$ cat src/rtl/shift_rotate_unit_pkg.sv
// Shared definitions for the shift/rotate unit: op codes, FSM encoding and
// a constant-evaluable clog2 used to size the remaining-count register.
package shift_rotate_pkg;

    localparam logic [2:0] OP_SHR  = 3'b000;
    localparam logic [2:0] OP_SHRA = 3'b001;
    localparam logic [2:0] OP_SHL  = 3'b010;
    localparam logic [2:0] OP_ROR  = 3'b011;
    localparam logic [2:0] OP_ROL  = 3'b100;

    typedef enum logic [1:0] {
        S_IDLE = 2'd0,
        S_RUN  = 2'd1,
        S_DONE = 2'd2
    } state_t;

    function automatic int clog2(input int v);
        int r;
        r = 0;
        for (int i = 0; i < 31; i++) begin
            if ((1 << i) < v) r = i + 1;
        end
        return r;
    endfunction

endpackage

$ cat src/rtl/shift_rotate_unit_if.sv
// Request/response bundle between a requester and the shift/rotate unit.
interface shift_rotate_unit_if #(parameter int WIDTH = 32);
    logic             start;
    logic [2:0]       op;
    logic [WIDTH-1:0] a;
    logic [31:0]      amount;
    logic             busy;
    logic             done;
    logic [WIDTH-1:0] result;
    logic             err;

    modport master (output start, op, a, amount, input busy, done, result, err);
    modport slave  (input start, op, a, amount, output busy, done, result, err);
endinterface

$ cat src/rtl/shift_rotate_unit_shift_step.sv
// Stateless single move of k positions; the double-width concatenation lets
// one shifter serve fill-shifts and rotates alike.
module shift_step
    import shift_rotate_pkg::*;
#(
    parameter int WIDTH = 32,
    parameter int KW    = 6
) (
    input  logic [WIDTH-1:0] din,
    input  logic [2:0]       op,
    input  logic             fill,
    input  logic [KW-1:0]    k,
    output logic [WIDTH-1:0] dout
);
    logic [2*WIDTH-1:0] wide;

    always_comb begin
        wide = '0;
        dout = din;
        case (op)
            OP_SHR, OP_SHRA: begin
                wide = {{WIDTH{fill}}, din} >> k;
                dout = wide[WIDTH-1:0];
            end
            OP_SHL: begin
                wide = {din, {WIDTH{1'b0}}} << k;
                dout = wide[2*WIDTH-1:WIDTH];
            end
            OP_ROR: begin
                wide = {din, din} >> k;
                dout = wide[WIDTH-1:0];
            end
            OP_ROL: begin
                wide = {din, din} << k;
                dout = wide[2*WIDTH-1:WIDTH];
            end
            default: dout = din;
        endcase
    end
endmodule

$ cat src/rtl/shift_rotate_unit.sv
// Multi-cycle shifter/rotator: captures an operand, moves it up to STEP
// positions per cycle, and presents a registered result with a done pulse.
module shift_rotate_unit
    import shift_rotate_pkg::*;
#(
    parameter int WIDTH = 32,
    parameter int STEP  = 1
) (
    input  logic          clock,
    input  logic          clear,
    shift_rotate_unit_if.slave bus
);
    localparam int LW = clog2(WIDTH);
    localparam int CW = LW + 1;
    localparam logic [CW-1:0] STEP_C  = CW'(STEP);
    localparam logic [CW-1:0] WIDTH_C = CW'(WIDTH);

    state_t           state_q, state_d;
    logic [CW-1:0]    remaining_q, remaining_d, k, eff_cnt;
    logic [WIDTH-1:0] work_q, work_d, step_out, result_q, result_d;
    logic [2:0]       op_q, op_d;
    logic             fill_q, fill_d, busy_q, busy_d, done_q, done_d, err_q, err_d;
    logic             illegal, accept;

    // Rotates wrap the count; shifts saturate at WIDTH using the full amount.
    always_comb begin
        illegal = bus.op > OP_ROL;
        accept  = (state_q == S_IDLE) && bus.start;
        eff_cnt = {1'b0, bus.amount[LW-1:0]};
        if (bus.op != OP_ROR && bus.op != OP_ROL && bus.amount >= 32'(WIDTH))
            eff_cnt = WIDTH_C;
        k = (remaining_q < STEP_C) ? remaining_q : STEP_C;
    end

    shift_step #(.WIDTH(WIDTH), .KW(CW)) u_step (
        .din  (work_q),
        .op   (op_q),
        .fill (fill_q),
        .k    (k),
        .dout (step_out)
    );

    always_ff @(posedge clock) begin
        if (clear) state_q <= S_IDLE;
        else       state_q <= state_d;
    end

    always_comb begin
        state_d = state_q;
        case (state_q)
            S_IDLE: if (accept) state_d = (illegal || eff_cnt == '0) ? S_DONE : S_RUN;
            S_RUN:  if (remaining_q <= k) state_d = S_DONE;
            S_DONE: state_d = S_IDLE;
            default: state_d = S_IDLE;
        endcase
    end

    always_comb begin
        work_d      = work_q;
        remaining_d = remaining_q;
        op_d        = op_q;
        fill_d      = fill_q;
        result_d    = result_q;
        err_d       = err_q;
        case (state_q)
            S_IDLE: if (accept) begin
                op_d        = bus.op;
                work_d      = bus.a;
                fill_d      = (bus.op == OP_SHRA) & bus.a[WIDTH-1];
                remaining_d = illegal ? '0 : eff_cnt;
                if (illegal || eff_cnt == '0) begin
                    result_d = bus.a;
                    err_d    = illegal;
                end
            end
            S_RUN: begin
                work_d      = step_out;
                remaining_d = remaining_q - k;
                if (remaining_q <= k) begin
                    result_d = step_out;
                    err_d    = 1'b0;
                end
            end
            default: ;
        endcase
        busy_d = state_d != S_IDLE;
        done_d = state_d == S_DONE;
    end

    always_ff @(posedge clock) begin
        if (clear) begin
            work_q      <= '0;
            remaining_q <= '0;
            op_q        <= '0;
            fill_q      <= 1'b0;
            result_q    <= '0;
            err_q       <= 1'b0;
            busy_q      <= 1'b0;
            done_q      <= 1'b0;
        end else begin
            work_q      <= work_d;
            remaining_q <= remaining_d;
            op_q        <= op_d;
            fill_q      <= fill_d;
            result_q    <= result_d;
            err_q       <= err_d;
            busy_q      <= busy_d;
            done_q      <= done_d;
        end
    end

    assign bus.busy   = busy_q;
    assign bus.done   = done_q;
    assign bus.result = result_q;
    assign bus.err    = err_q;
endmodule

$ cat src/flat_wrapper.sv
// flat-port wrapper written by rule: the top's interface ports become plain ports
module shift_rotate_unit_flat import shift_rotate_pkg::*;
#(
    parameter int WIDTH = 32,
    parameter int STEP  = 1
)
  (clock, clear, bus_start, bus_op, bus_a, bus_amount, bus_busy, bus_done, bus_result, bus_err);
  shift_rotate_unit_if #(.WIDTH(WIDTH)) bus_i ();
  input  logic clock;
  input  logic clear;
  input wire logic [$bits(bus_i.start)-1:0] bus_start;
  input wire logic [$bits(bus_i.op)-1:0] bus_op;
  input wire logic [$bits(bus_i.a)-1:0] bus_a;
  input wire logic [$bits(bus_i.amount)-1:0] bus_amount;
  output wire logic [$bits(bus_i.busy)-1:0] bus_busy;
  output wire logic [$bits(bus_i.done)-1:0] bus_done;
  output wire logic [$bits(bus_i.result)-1:0] bus_result;
  output wire logic [$bits(bus_i.err)-1:0] bus_err;
  assign bus_i.start = bus_start;
  assign bus_i.op = bus_op;
  assign bus_i.a = bus_a;
  assign bus_i.amount = bus_amount;
  assign bus_busy = bus_i.busy;
  assign bus_done = bus_i.done;
  assign bus_result = bus_i.result;
  assign bus_err = bus_i.err;
  shift_rotate_unit #(.WIDTH(WIDTH), .STEP(STEP)) u_core (.clock(clock), .clear(clear), .bus(bus_i));
endmodule
$ cat config.mk
export PLATFORM = sky130hd
export DESIGN_NAME = shift_rotate_unit_flat
export DESIGN_NICKNAME = d
export VERILOG_FILES = /design/src/rtl/shift_rotate_unit_pkg.sv /design/src/rtl/shift_rotate_unit_if.sv /design/src/rtl/shift_rotate_unit_shift_step.sv /design/src/rtl/shift_rotate_unit.sv /design/src/flat_wrapper.sv
export SDC_FILE = /design/constraint.sdc
export NUM_CORES = 1
export LEC_CHECK = 0
export ABC_AREA = 1
export CAP_MARGIN = 0
export CORE_MARGIN = 2
export CORE_UTILIZATION = 40
export CTS_CLUSTER_DIAMETER = 80
export DETAILED_ROUTE_END_ITERATION = 16
export PLACE_DENSITY = 0.67
export RECOVER_POWER = 25
export SYNTH_ARGS = -nofsm -noshare
export SYNTH_HDL_FRONTEND = slang
export SYNTH_SLANG_ARGS = --single-unit
$ cat constraint.sdc
create_clock -name clock -period 1.9 [get_ports clock]
set_clock_uncertainty 0.05 [all_clocks]
set_input_delay 0.38 -clock clock [delete_from_list [all_inputs] [get_ports clock]]
set_output_delay 0.38 -clock clock [all_outputs]
set_load 0.03 [all_outputs]
After elaboration in Yosys (flattened, before gate mapping)
Index checks and enable logic that the tools add are counted.
W data, S select, Z words.
{"block": "word_totals", "ff_bits": 79, "inputBits": 70, "wordCells": 64, "out_inout_bits": 35}
{"block": "op_classes", "n_bitwise": 1, "n_shift": 4, "magnitude_cmp": 4, "n_eq_ne": 12, "mux": 20, "reduce_logical": 13, "add_sub_neg": 1}
{"operator": "$mux W32", "n": 4}
{"operator": "$pmux W32 S2", "n": 2}
{"operator": "$pmux W32 S4", "n": 1}
{"operator": "$shl A64 B6 Y64", "n": 2}
{"operator": "$shr A64 B6 Y32", "n": 2}
{"operator": "$ge A32 B6 Y1 const B", "n": 1}
{"operator": "$mux W6", "n": 4}
{"operator": "$pmux W6 S2", "n": 1}
{"operator": "$eq A3 B1 Y1 const B", "n": 2}
{"operator": "$eq A3 B2 Y1 const B", "n": 2}
{"operator": "$le A6 B6 Y1", "n": 1}
{"operator": "$logic_not A6 Y1", "n": 1}
{"operator": "$lt A6 B1 Y1 const B", "n": 1}
{"operator": "$mux W2", "n": 3}
{"operator": "$sub A6 B6 Y6", "n": 1}
{"operator": "$ne A2 B1 Y1 const B", "n": 2}
{"operator": "$pmux W2 S2", "n": 1}
{"operator": "$reduce_and A2 Y1", "n": 2}
{"operator": "$reduce_and A4 Y1", "n": 1}
{"operator": "$reduce_bool A2 Y1", "n": 2}
{"operator": "$eq A3 B3 Y1 const B", "n": 1}
{"operator": "$gt A3 B3 Y1 const B", "n": 1}
{"operator": "$logic_and A1 B1 Y1", "n": 3}
{"operator": "$logic_not A3 Y1", "n": 1}
{"operator": "other kinds (11)", "n": 13}

Depth between registers and ports, before layout
{"block": "logic_depth", "ltp_word": 10, "ltp_mapped": 14, "depth_no_buf": 13}

Hierarchy
A second synthesis with hierarchy kept.
{"block": "hier_totals", "cells_unflattened": 2054, "hier_area_um2": 10769.1}
{"mod": "shift_step", "cells_per_inst": 1572, "area_each_um2": 7136.8, "seq_area_each_um2": 0.0, "instances": 1}
{"mod": "shift_rotate_unit", "cells_per_inst": 482, "area_each_um2": 3632.2, "seq_area_each_um2": 1581.5, "instances": 1}

Worst setup path before layout
No wires, ideal clock.
{"block": "synth_path", "path_type": "flip-flop to flip-flop", "startpoint": "register u_core.remaining_q[1]", "endpoint": "register u_core.result_q[24], in the netlist u_core.bus.result[24]", "setup_ns": 0.115, "slack_ns": -0.221, "synth_period_minus_slack_ns": 2.121, "path_stages_with_launch": 15, "required_ns": 1.735, "n_path_buf": 3, "t_arrival_ns": 1.956, "path_cell_list": "dfxtp_1 nor2_1 nand3_1 buf_4 nand2_1 ha_1 nor2_1 o211a_1 inv_2 o21ai_2 buf_4 buf_2 nand3_1 nand2_1 nor2_1"}
{"block": "synth_via", "elab_chain_len": 6, "elab_cells_between_ends": 12, "cone_classes": "2 x order compare; 1 x eq/ne; 4 x shift; 4 x mux; 1 x reduce/logical"}
{"element": "start: declaration", "line": "shift_rotate_unit.sv:19", "rtl": "logic [CW-1:0] remaining_q, remaining_d, k, eff_cnt;"}
{"element": "start signal: assignment", "line": "shift_rotate_unit.sv:102", "rtl": "remaining_q <= remaining_d;"}
{"element": "$lt A6 B1 Y1", "line": "shift_rotate_unit.sv:32", "rtl": "k = (remaining_q < STEP_C) ? remaining_q : STEP_C;"}
{"element": "$mux W6", "line": "shift_rotate_unit.sv:32"}
{"element": "$shl A64 B6 Y64, or another cell as far along", "line": "shift_rotate_unit_shift_step.sv:34", "rtl": "wide = {din, din} << k;"}
{"element": "$pmux W32 S4", "line": "shift_rotate_unit_shift_step.sv:20", "rtl": "case (op)"}
{"element": "$mux W32", "line": "shift_rotate_unit.sv:79", "rtl": "if (remaining_q <= k) begin"}
{"element": "$pmux W32 S2", "line": "shift_rotate_unit.sv:65", "rtl": "case (state_q)"}
{"element": "end signal: assignment", "line": "shift_rotate_unit.sv:105", "rtl": "result_q <= result_d;"}
{"element": "end: declaration", "line": "shift_rotate_unit.sv:20", "rtl": "logic [WIDTH-1:0] work_q, work_d, step_out, result_q, result_d;"}
Several ways; a longest one is shown, not always the timed one. The select of a mux whose other input is x is not followed.
A chain may end at the register's enable or synchronous reset.

Final worst setup path
{"block": "layout_path", "startpoint": "register u_core.result_q[23], in the netlist u_core.bus.result[23]", "endpoint": "output port bus_result[23]"}
{"element": "end: declaration", "line": "flat_wrapper.sv:17", "rtl": "output wire logic [$bits(bus_i.result)-1:0] bus_result;"}
No word-level cell between the ends.

==> load_flow_metrics.sql <==
INSERT INTO impl_metrics (metric_group, metric, value, unit) VALUES
('logic_synthesis', 'synth_cells', '830', ''),
('logic_synthesis', 'synth_area', '0.00507', 'mm^2'),
('flow_run', 'max_cap_violations', '0', ''),
('layout', 'diodes', '0', ''),
('sta', 'setup_viol', '0', ''),
('hold_path', 'hp-class', 'reg2reg', ''),
('logic_synthesis', 'synth_seq_cells', '79', ''),
('drt', 'remaining_drc_errors', '0', ''),
('clock_tree', 'cts.sink_count', '79', ''),
('clock_tree', 'postCtsHoldBufs', '0', ''),
('drt', 'route.detailed.vias_per_inst', '4.89', ''),
('drt', 'detailedRoute.firstPassIterationCount', '5', ''),
('power', 'leakagePower', '3.38', 'nW'),
('placement', 'gp_congestion', '0.843', ''),
('worst_setup_path', 'critPathLaunchType', 'flop', ''),
('placement', 'dp_cells', '1091', ''),
('floorplanning', 'io-pin-count', '105', ''),
('placement', 'port-buffer-count', '104', ''),
('clock_tree', 'cts-root-buf', 'clkbuf_16', ''),
('drt', 'routedWlPerCell', '12.3', 'um'),
('clock_tree', 'clkSlewWorstSetupHoldPaths', '0.06', 'ns'),
('floorplanning', 'die_area', '0.0136', 'mm^2'),
('drt', 'antenna_violating_nets_post_route', '0', ''),
('logic_synthesis', 'asyncSetResetFlopFracSynth', '0', ''),
('placement', 'placed_area', '0.00652', 'mm^2'),
('sta', 'maxSlewViolCount', '0', ''),
('global_routing', 'grtUsageTotal', '0.206', ''),
('worst_setup_path', 'worst-endpoint-arrival', '1.45', 'ns'),
('power', 'p_per_area', '1070', 'mW/mm^2'),
('logic_synthesis', 'synth_top_cell_area_share', '0.312', ''),
('clock_tree', 'ctsLongestPathBuffers', '2', ''),
('sta', 'hold_worst_slack', '0.427', 'ns'),
('logic_synthesis', 'netlist-cell-type-count', '37', ''),
('global_routing', 'first_global_vias', '5102', ''),
('floorplanning', 'floorplan.core_area', '0.0125', 'mm^2'),
('power', 'ir_worst_vdd', '0.519', 'mV'),
('floorplanning', 'initial_utilization', '0.405', ''),
('logic_synthesis', 'syn_area_per_cell', '6.11', 'um^2'),
('global_routing', 'grt_start_max_net_pins', '39', ''),
('floorplanning', 'core.rowCount', '41', ''),
('clock_tree', 'cts.htree.levels', '3', ''),
('drt', 'num_vias', '5475', ''),
('global_routing', 'gr-usage-met1', '0.264', ''),
('sta', 'timing.fmax', '531', 'MHz'),
('sta', 'max_slew.worst_pin.slew', '0.390', 'ns'),
('drt', 'drt_iter0_drc', '328', ''),
('sta', 'grt_setup_unrepaired', 'true', ''),
('worst_setup_path', 'path_delay_family', 'buffers and inverters', ''),
('worst_setup_path', 'crit_path_top_delay_cell', 'clkdlybuf4s50_1', ''),
('layout', 'n_fill_cell', '1261', ''),
('worst_setup_path', 'endpoint_class_of_the_critical_path', 'primary output', ''),
('clock_tree', 'numCtsBuffers', '9', ''),
('floorplanning', 'fp.dieH', '117', 'um'),
('global_routing', 'grt_overflow_total', '0', ''),
('layout', 'final_core_util', '0.570', ''),
('worst_setup_path', 'critPathKind', 'reg2out', ''),
('worst_setup_path', 'cp_data_required_time', '1.47', 'ns'),
('layout', 'layout.cells.non_filler', '1120', ''),
('logic_synthesis', 'most_frequently_used_flop_master_after_synthesis', 'dfxtp_1', ''),
('status', 'run_status', 'completed', ''),
('logic_synthesis', 'area_leader_netlist', 'dfxtp_1', ''),
('worst_setup_path', 'setup_slack_on_the_worst_flop_to_flop_path', '0.02', 'ns'),
('logic_synthesis', 'synth.area.top_cells', 'dfxtp_1 (31%), nand2_1 (17%), nand3_1 (10%)', ''),
('logic_synthesis', 'synth.yosys.seq_area_share', '0.312', ''),
('sta', 'final-hold-violation-count', '0', ''),
('global_routing', 'grt-busiest-layer', 'met2', ''),
('clock_tree', 'insertion_delay', '0.34', 'ns'),
('floorplanning', 'fp.dieW', '117', 'um'),
('worst_setup_path', 'crit_path_max_incr_delay', '0.70', 'ns'),
('layout', 'design_area', '0.00714', 'mm^2'),
('layout', 'design.final.nets', '1015', '');
## final timing paths
| check | depth (start not counted) | from | end |
|---|---|---|---|
| worst max register to register | 13 | u_core.remaining_q[2] | u_core.bus.result[8] |
| worst min-delay path | 2 | u_core.bus.result[13] | u_core.bus.result[13] |
| worst min register to register | 2 | u_core.bus.result[13] | u_core.bus.result[13] |
| worst max-delay path | 1 | u_core.bus.result[23] | bus_result[23] |
## power by group
group	internal [mW]	total (mW)	switching (mW)
sequential	1.93	2.16	0.230
combinational	1.62	3.70	2.08
clock	1.05	1.77	0.719
total	4.60	7.63	3.03
## stage by stage
step                power [mW]  setup TNS [ns]  worst slack, ns
global placement          5.49           -5.71           -0.210
floorplan                 4.49               0          0.00524
CTS                       7.45               0           0.0127
detailed placement        5.51           -6.38           -0.233
global route              8.19           -3.67           -0.111
finish                    7.63               0           0.0170
## timing repair
action	CTS	global route
setup buffers	7	2
cloned	1	3
pin swaps	8	2
gates resized for setup	18	21
setup endpoints to repair	14	61
## flip-flops by register name, indices dropped and copies added, names as in the netlist
name	cells
u_core.bus.busy	1
u_core.bus.done	1
u_core.bus.err	1
u_core.bus.result	32
u_core.fill_q	1
u_core.op_q	3
u_core.remaining_q	6
u_core.state_q	2
u_core.work_q	32
## area by class of cell
class / instances / area, um^2 / share of cell area
multi-input combinational: 592 / 2950 / 0.414
timing repair buffer: 158 / 1700 / 0.238
sequential: 79 / 1590 / 0.223
inverter: 103 / 387 / 0.0541
clock buffer: 10 / 239 / 0.0335
tap: 172 / 215 / 0.0301
clock inverter: 6 / 60.1 / 0.00841
## Yosys cell counts (2+ instances only)
cell type / number
buf_2: 24
nand3_1: 105
o211ai_1: 32
nor2_2: 2
buf_6: 8
clkbuf_1: 17
a21oi_1: 43
nand4_1: 6
ha_1: 2
inv_2: 6
a21boi_1: 31
nand2_1: 226
inv_1: 96
o21ai_1: 2
buf_1: 4
nor4_1: 2
buf_4: 3
a31oi_1: 3
o21ai_0: 5
nor2_1: 118
dfxtp_1: 79
## cells by family (layout without fill, tap and decap cells)
kind of cell    Yosys count  in the layout  share of synthesized area
simple gates            467            467                      0.386
fa+ha+maj                 2              2                    0.00494
flops                    79             79                      0.312
buf+inv                 159            277                      0.138
compound gates          122            122                      0.158
xor+xnor                  1              1                    0.00173
## metal layers
| layer | vias to the layer above | routed length, um | part of all wire |
|---|---|---|---|
| met5 | - | 0 | 0 |
| met4 | 0 | 258 | 0.019 |
| met3 | 18 | 635 | 0.046 |
| met2 | 134 | 6290 | 0.46 |
| met1 | 2437 | 6610 | 0.48 |
| li1 | 2886 | - | - |
## placed cells by master, fill, tap and decap left out, types with 3 or more instances in the layout
cell and instances:
a21boi_1 27, a21boi_2 4, a21oi_1 27, a21oi_2 15, a31oi_1 3, buf_12 14, buf_4 32, clkbuf_16 12
clkdlybuf4s50_1 104, clkinv_2 3, dfxtp_1 73, dfxtp_2 6, inv_1 98, inv_2 5, nand2_1 225, nand3_1 104
nand4_1 6, nor2_1 116, nor2_4 5, o211ai_1 32, o21ai_0 5
Note: power is estimated with default switching activity, not from simulation.
